`src/rtl/debounce_pkg.sv`:
```
// Shared types and LFSR helpers for the contact-bounce stimulus generator.
package debounce_pkg;
  localparam int LFSR_W = 8;
  // x^8 + x^6 + x^5 + x^4 + 1, feedback shifted into bit 0
  localparam logic [LFSR_W-1:0] LFSR_TAPS = 8'hB8;

  typedef enum logic [1:0] {STABLE, BOUNCE, HOLD} state_t;

  function automatic logic [LFSR_W-1:0] lfsr_next(input logic [LFSR_W-1:0] s);
    return {s[LFSR_W-2:0], ^(s & LFSR_TAPS)};
  endfunction
endpackage

```
`src/rtl/bounce_lfsr.sv`:
```
// Free-running 8-bit Fibonacci LFSR; a zero seed is replaced by 1 so it never locks up.
module bounce_lfsr
  import debounce_pkg::*;
#(
  parameter logic [LFSR_W-1:0] SEED = 8'hA5
) (
  input  logic              clk,
  input  logic              reset,
  output logic [LFSR_W-1:0] o_lfsr
);
  localparam logic [LFSR_W-1:0] SEED_EFF = (SEED == '0) ? LFSR_W'(1) : SEED;

  logic [LFSR_W-1:0] r_lfsr;

  always_ff @(posedge clk or posedge reset) begin
    if (reset) r_lfsr <= SEED_EFF;
    else       r_lfsr <= lfsr_next(r_lfsr);
  end

  assign o_lfsr = r_lfsr;
endmodule

```
`src/rtl/debounce_bounce_gen.sv`:
```
// Contact-bounce generator: turns each level change into a pseudo-random toggle burst.
// Optional BOUNCE_GEN_GLITCH_EN adds glitch_req for single-cycle glitches while stable.
module debounce_bounce_gen
  import debounce_pkg::*;
#(
  parameter logic [LFSR_W-1:0] LFSR_SEED   = 8'hA5,
  parameter int                MAX_BOUNCES = 7,
  parameter int                DWELL_W     = 4,
  parameter int                SETTLE_CYC  = 64
) (
  input  logic clk,
  input  logic reset,
  input  logic level_in,
`ifdef BOUNCE_GEN_GLITCH_EN
  input  logic glitch_req,
`endif
  output logic bounce_out,
  output logic busy,
  output logic settled
);
  localparam int TOG_W  = $clog2(2 * MAX_BOUNCES + 2);
  localparam int HOLD_W = (SETTLE_CYC > 1) ? $clog2(SETTLE_CYC) : 1;
  localparam logic [HOLD_W-1:0] HOLD_INIT = HOLD_W'(SETTLE_CYC - 1);

  // Odd toggle count so the burst always finishes on the new level.
  function automatic logic [TOG_W-1:0] burst_len(input logic [2:0] k_raw);
    int k;
    k = (int'(k_raw) > MAX_BOUNCES) ? MAX_BOUNCES : int'(k_raw);
    return TOG_W'(2 * k + 1);
  endfunction

  function automatic logic [DWELL_W-1:0] dwell_of(input logic [LFSR_W-1:0] s);
    return s[DWELL_W-1:0] | DWELL_W'(1);
  endfunction

  logic [LFSR_W-1:0]  w_lfsr;
  logic               w_unused_lfsr;
  state_t             r_state, w_state_nxt;
  logic               r_bounce, w_bounce_nxt;
  logic [TOG_W-1:0]   r_tog, w_tog_nxt;
  logic [DWELL_W-1:0] r_dwell, w_dwell_nxt;
  logic [HOLD_W-1:0]  r_hold, w_hold_nxt;
  logic               r_settled, w_settled_nxt;
`ifdef BOUNCE_GEN_GLITCH_EN
  logic               r_glitch, w_glitch_nxt;
`endif

  bounce_lfsr #(.SEED(LFSR_SEED)) u_lfsr (
    .clk    (clk),
    .reset  (reset),
    .o_lfsr (w_lfsr)
  );

  assign w_unused_lfsr = ^w_lfsr;

  always_ff @(posedge clk or posedge reset) begin
    if (reset) begin
      r_state   <= STABLE;
      r_bounce  <= 1'b0;
      r_tog     <= '0;
      r_dwell   <= '0;
      r_hold    <= '0;
      r_settled <= 1'b0;
`ifdef BOUNCE_GEN_GLITCH_EN
      r_glitch  <= 1'b0;
`endif
    end else begin
      r_state   <= w_state_nxt;
      r_bounce  <= w_bounce_nxt;
      r_tog     <= w_tog_nxt;
      r_dwell   <= w_dwell_nxt;
      r_hold    <= w_hold_nxt;
      r_settled <= w_settled_nxt;
`ifdef BOUNCE_GEN_GLITCH_EN
      r_glitch  <= w_glitch_nxt;
`endif
    end
  end

  always_comb begin
    w_state_nxt   = r_state;
    w_bounce_nxt  = r_bounce;
    w_tog_nxt     = r_tog;
    w_dwell_nxt   = r_dwell;
    w_hold_nxt    = r_hold;
    w_settled_nxt = 1'b0;
`ifdef BOUNCE_GEN_GLITCH_EN
    w_glitch_nxt  = 1'b0;
`endif
    case (r_state)
      STABLE: begin
`ifdef BOUNCE_GEN_GLITCH_EN
        // Restore cycle after a glitch; level compare resumes next cycle.
        if (r_glitch) begin
          w_bounce_nxt = ~r_bounce;
        end else
`endif
        if (level_in != r_bounce) begin
          w_tog_nxt   = burst_len(w_lfsr[2:0]);
          w_dwell_nxt = dwell_of(w_lfsr);
          w_state_nxt = BOUNCE;
        end
`ifdef BOUNCE_GEN_GLITCH_EN
        else if (glitch_req) begin
          w_bounce_nxt = ~r_bounce;
          w_glitch_nxt = 1'b1;
        end
`endif
      end
      BOUNCE: begin
        if (r_dwell == DWELL_W'(1)) begin
          w_bounce_nxt = ~r_bounce;
          w_tog_nxt    = r_tog - TOG_W'(1);
          w_dwell_nxt  = dwell_of(w_lfsr);
          if (r_tog == TOG_W'(1)) begin
            w_state_nxt = HOLD;
            w_hold_nxt  = HOLD_INIT;
          end
        end else begin
          w_dwell_nxt = r_dwell - DWELL_W'(1);
        end
      end
      HOLD: begin
        if (r_hold == '0) begin
          w_settled_nxt = 1'b1;
          w_state_nxt   = STABLE;
        end else begin
          w_hold_nxt = r_hold - HOLD_W'(1);
        end
      end
      default: w_state_nxt = STABLE;
    endcase
  end

  assign bounce_out = r_bounce;
  assign busy       = (r_state != STABLE);
  assign settled    = r_settled;
endmodule
```
`config.mk`:
```
export PLATFORM = sky130hd
export DESIGN_NAME = debounce_bounce_gen
export DESIGN_NICKNAME = d
export VERILOG_FILES = /design/src/rtl/debounce_pkg.sv /design/src/rtl/bounce_lfsr.sv /design/src/rtl/debounce_bounce_gen.sv
export SDC_FILE = /design/constraint.sdc
export NUM_CORES = 1
export LEC_CHECK = 0
export CAP_MARGIN = 25
export CORE_MARGIN = 1
export CORE_UTILIZATION = 47
export CTS_CLUSTER_SIZE = 8
export DETAILED_ROUTE_END_ITERATION = 10
export PLACE_DENSITY = 0.77
export SYNTH_ARGS = -nofsm -noshare
export SYNTH_HDL_FRONTEND = slang
export SYNTH_SLANG_ARGS = --single-unit
```
`constraint.sdc`:
```
create_clock -name clk -period 5.2 [get_ports clk]
set_clock_uncertainty 0.05 [all_clocks]
set_input_delay 0.78 -clock clk [delete_from_list [all_inputs] [get_ports clk]]
set_output_delay 0.78 -clock clk [all_outputs]
set_load 0.05 [all_outputs]
```
==> tab_implementation.tex <==
\begin{tabular}{lr}
\hline
Metric & Value \\
\hline
\multicolumn{2}{l}{\textbf{Run status}} \\
Result of the run & completed \\
\multicolumn{2}{l}{\textbf{Routing}} \\
Total Routed Length & 2.36 mm \\
Antenna violation net count after detailed routing & 0 \\
Post-detailed-route DRC marker count & 0 \\
Ratio of routed vias to standard cells & 5.75 \\
Final routed wire length divided by cell count & 14.7 µm \\
Count of vias placed by the detailed router & 926 \\
Number of search-and-repair iterations in the first detailed-routing pass & 4 \\
Number of violations reported at the end of detailed-routing iteration 0 & 14 \\
\multicolumn{2}{l}{\textbf{Critical path}} \\
Delay of the slowest cell on the worst path & 700 ps \\
Data required, critical path & 4370 ps \\
Crit-path leading delay family & buffers and inverters \\
Reg-to-reg setup timing slack & 2890 ps \\
Crit. End Element & primary output \\
Critical path's slowest cell & clkdlybuf4s50\_1 \\
Critical Path Start Type & register \\
Crit Path Class & reg2out \\
CP arrival & 1830 ps \\
Endpoint of the most critical register-to-register path & r\_hold[5] \\
Worst reg2reg path depth & 6 \\
Largest fanout on the critical path & 10 \\
Source of the worst register-to-register timing path & r\_dwell[1] \\
Buffers and inverters on the worst path & 1 \\
CP Launch Point & r\_state[0] \\
Cells along the critical path & or2\_2 > clkdlybuf4s50\_1 \\
\multicolumn{2}{l}{\textbf{Min path}} \\
Worst hold path cell count & 0 \\
Hold/Removal Path Class & reg2reg \\
Endpoint of the worst hold path & u\_lfsr.o\_lfsr[7] \\
Beginning of the worst hold path & u\_lfsr.o\_lfsr[6] \\
\multicolumn{2}{l}{\textbf{Clock tree}} \\
Total clock sinks & 26 \\
H-tree levels & 1 \\
\# hold bufs at CTS & 0 \\
Total clock buffers created by CTS & 3 \\
TritonCTS clock tree & built \\
Post-cts resize count & 0 \\
\# Post-CTS Setup Buffers & 0 \\
Root buf cell & clkbuf\_4 \\
Worst-Skew Late Latency & 320 ps \\
Clock transition at the register clock pins on the worst setup and hold paths after CTS & 140 ps \\
Clock Tree Buf Depth & 2 \\
\multicolumn{2}{l}{\textbf{Floorplan}} \\
Effective utilization at floorplan & 0.516 \\
Die Footprint & 0.00304 mm² \\
Ports placed on the boundary & 6 \\
Die height & 55.1 µm \\
Die outline width & 55.1 µm \\
Standard cell core area & 0.00257 mm² \\
Placement Rows & 18 \\
\multicolumn{2}{l}{\textbf{Power}} \\
PD cells & 494 mW/mm² \\
Fraction of power consumed by combinational cells & 0.413 \\
Internal portion of total power & 444 µW \\
Static leakage & 0.000651 µW \\
Worst IR drop on VDD & 390 µV \\
Fraction of power consumed by the clock network & 0.140 \\
Net Switching & 278 µW \\
Reg power frac & 0.447 \\
Switching portion of total power & 0.385 \\
\multicolumn{2}{l}{\textbf{Finish}} \\
FILL cells & 226 \\
Inserted Diodes & 0 \\
Number of standard cells in the layout, taps in and fillers out & 161 \\
NumNets Final & 141 \\
Area added between synthesis and finish & 10.3\% \\
Area taken by multi-input logic gates & 624 µm² \\
Layout cell share with drive strength beyond 1 & 0.168 \\
Most common cell after layout, fill and taps aside & dfrtp\_1 \\
Summed area of non-filler cells in the final layout & 0.00146 mm² \\
Most frequent cells in the layout & dfrtp\_1 (22), inv\_1 (8), nand2\_1 (8), o21ai\_0 (7), a21oi\_1 (7) \\
Sequential standard cell area & 656 µm² \\
Post-layout utilization of the core & 0.569 \\
\multicolumn{2}{l}{\textbf{Run}} \\
Max-cap check violation count & 0 \\
\multicolumn{2}{l}{\textbf{GRT}} \\
Wire length of the first global-routing pass & 3.84 mm \\
Antenna violations before repair & 0 \\
Via count of the first global-routing pass & 868 \\
Global-route usage over all layers & 0.182 \\
Pin count of the biggest net entering global routing & 27 \\
GRT overflow & 0 \\
\multicolumn{2}{l}{\textbf{STA}} \\
Max-slew headroom & 0.454 \\
Unrepaired setup endpoints after global routing & no \\
Post-layout worst setup margin & 2540 ps \\
Fmax & 376 MHz \\
Total of endpoints with negative setup slack in the final report & 0 \\
Max Transition Viols Final & 0 \\
Clock period minus final worst setup slack & 2660 ps \\
Number of failing hold endpoints at the final stage & 0 \\
Worst Tran Pin Value & 818 ps \\
Post-route fraction of the period consumed by the critical path & 0.512 \\
Total negative setup slack & 0 ps \\
\multicolumn{2}{l}{\textbf{Placement}} \\
Placed cells & 156 \\
Port Buffers & 5 \\
Placement-stage worst setup slack & 2910 ps \\
Weighted congestion reported at the end of routability-driven placement & 0.790 \\
Post-placement cell area & 0.00140 mm² \\
Half-perimeter wire length after detailed placement & 1.74 mm \\
\multicolumn{2}{l}{\textbf{Synth}} \\
Count of cell types in the netlist & 43 \\
Mapped Area & 0.00133 mm² \\
Syn nets & 132 \\
Number of storage elements in the synthesis netlist & 26 \\
Mean Syn Cell Area & 10.8 µm² \\
Count of mapped cells out of synthesis & 123 \\
Ys Warns & 0 \\
Portion of the post-synthesis area used by sequential elements & 0.495 \\
\hline
\end{tabular}
-- cells by family after synthesis --
kind of cell | Yosys count | share of synthesized area
AOI/OAI and AO/OA | 28 | 0.136
and+or+nand+nor | 44 | 0.213
DFF | 26 | 0.495
adders and majority gates | 6 | 0.0567
muxes | 4 | 0.0321
xor gates and xnor gates | 5 | 0.0331
buffers and inverters | 10 | 0.0340
-- registers in the layout, summed over array words and instances (netlist names) --
register       count
bounce_out         1
settled            1
r_dwell            4
u_lfsr.o_lfsr      8
r_tog              4
r_hold             6
r_state            2
-- worst max-delay path by stage --
stage,to,slack [ps],cells after the start
after floorplan,r_hold[5],3190,5
after global placement,r_hold[5],2930,6
after detailed placement,busy,2910,2
after CTS,busy,2530,2
after global routing,busy,2460,2
final,busy,2540,2
-- final cells by class --
type / count / share of cell area
clock buffers: 4 / 0.0248
flip-flops and latches: 26 / 0.449
repair buffers: 6 / 0.0531
inverters: 8 / 0.0205
multi-input cells: 87 / 0.427
well taps: 30 / 0.0257
-- worst reg2reg max path: stages, from the launching register on --
cell	delay (ps)
dfrtp_1	410
inv_1	110
ha_1	160
nor3b_1	680
nand4_1	250
and3_1	250
or3_1	300
-- metal layers --
layer / share of wire / GRT usage
met1: 0.50 / 0.254
met2: 0.45 / 0.283
met3: 0.040 / 0.0574
met4: 0.0042 / 0.0250
met5: 0 / 0
-- through the flow --
stage | hold WS (ps) | total power, µW
final | 324 | 721
after CTS | 329 | 723
after global placement | 287 | 606
after global routing | 331 | 781
after detailed placement | 296 | 620
after floorplan | 283 | 551
-- synth_stat cells (all sizes together) --
master | n | area (µm²)
nor2b | 3 | 18.8
o21a | 2 | 15.0
nor3b | 3 | 22.5
nand3b | 1 | 7.51
nor4 | 1 | 6.26
or4b | 1 | 13.8
and3 | 2 | 12.5
inv | 8 | 30.0
nand4 | 1 | 6.26
a221oi | 1 | 8.76
a21o | 1 | 7.51
or3 | 3 | 18.8
and4 | 1 | 8.76
dfstp | 4 | 105
mux2 | 2 | 22.5
buf | 1 | 11.3
a22oi | 1 | 7.51
o221a | 1 | 11.3
nand2 | 8 | 30.0
clkbuf | 1 | 3.75
a32o | 1 | 10.0
nand3 | 2 | 10.0
or3b | 3 | 26.3
a31oi | 3 | 18.8
o21ba | 1 | 10.0
o21bai | 1 | 7.51
nor4b | 2 | 17.5
a211oi | 1 | 7.51
a21oi | 7 | 35.0
xor2 | 2 | 17.5
xnor2 | 3 | 26.3
and2b | 2 | 17.5
or2 | 1 | 6.26
o21ai | 7 | 35.0
nor2 | 5 | 18.8
mux2i | 2 | 20.0
o22ai | 1 | 6.26
dfrtp | 22 | 551
ha | 6 | 75.1
or2b | 1 | 11.3
nor3 | 4 | 30.0
-- power by group through the flow --
stage	sequential (µW)	clock, µW	combinational [µW]
after global placement	322	0	285
after detailed placement	326	0	295
final	323	101	298
after floorplan	323	0	228
after global routing	333	109	339
after CTS	322	105	297
Note: power is estimated with default switching activity, not from simulation.
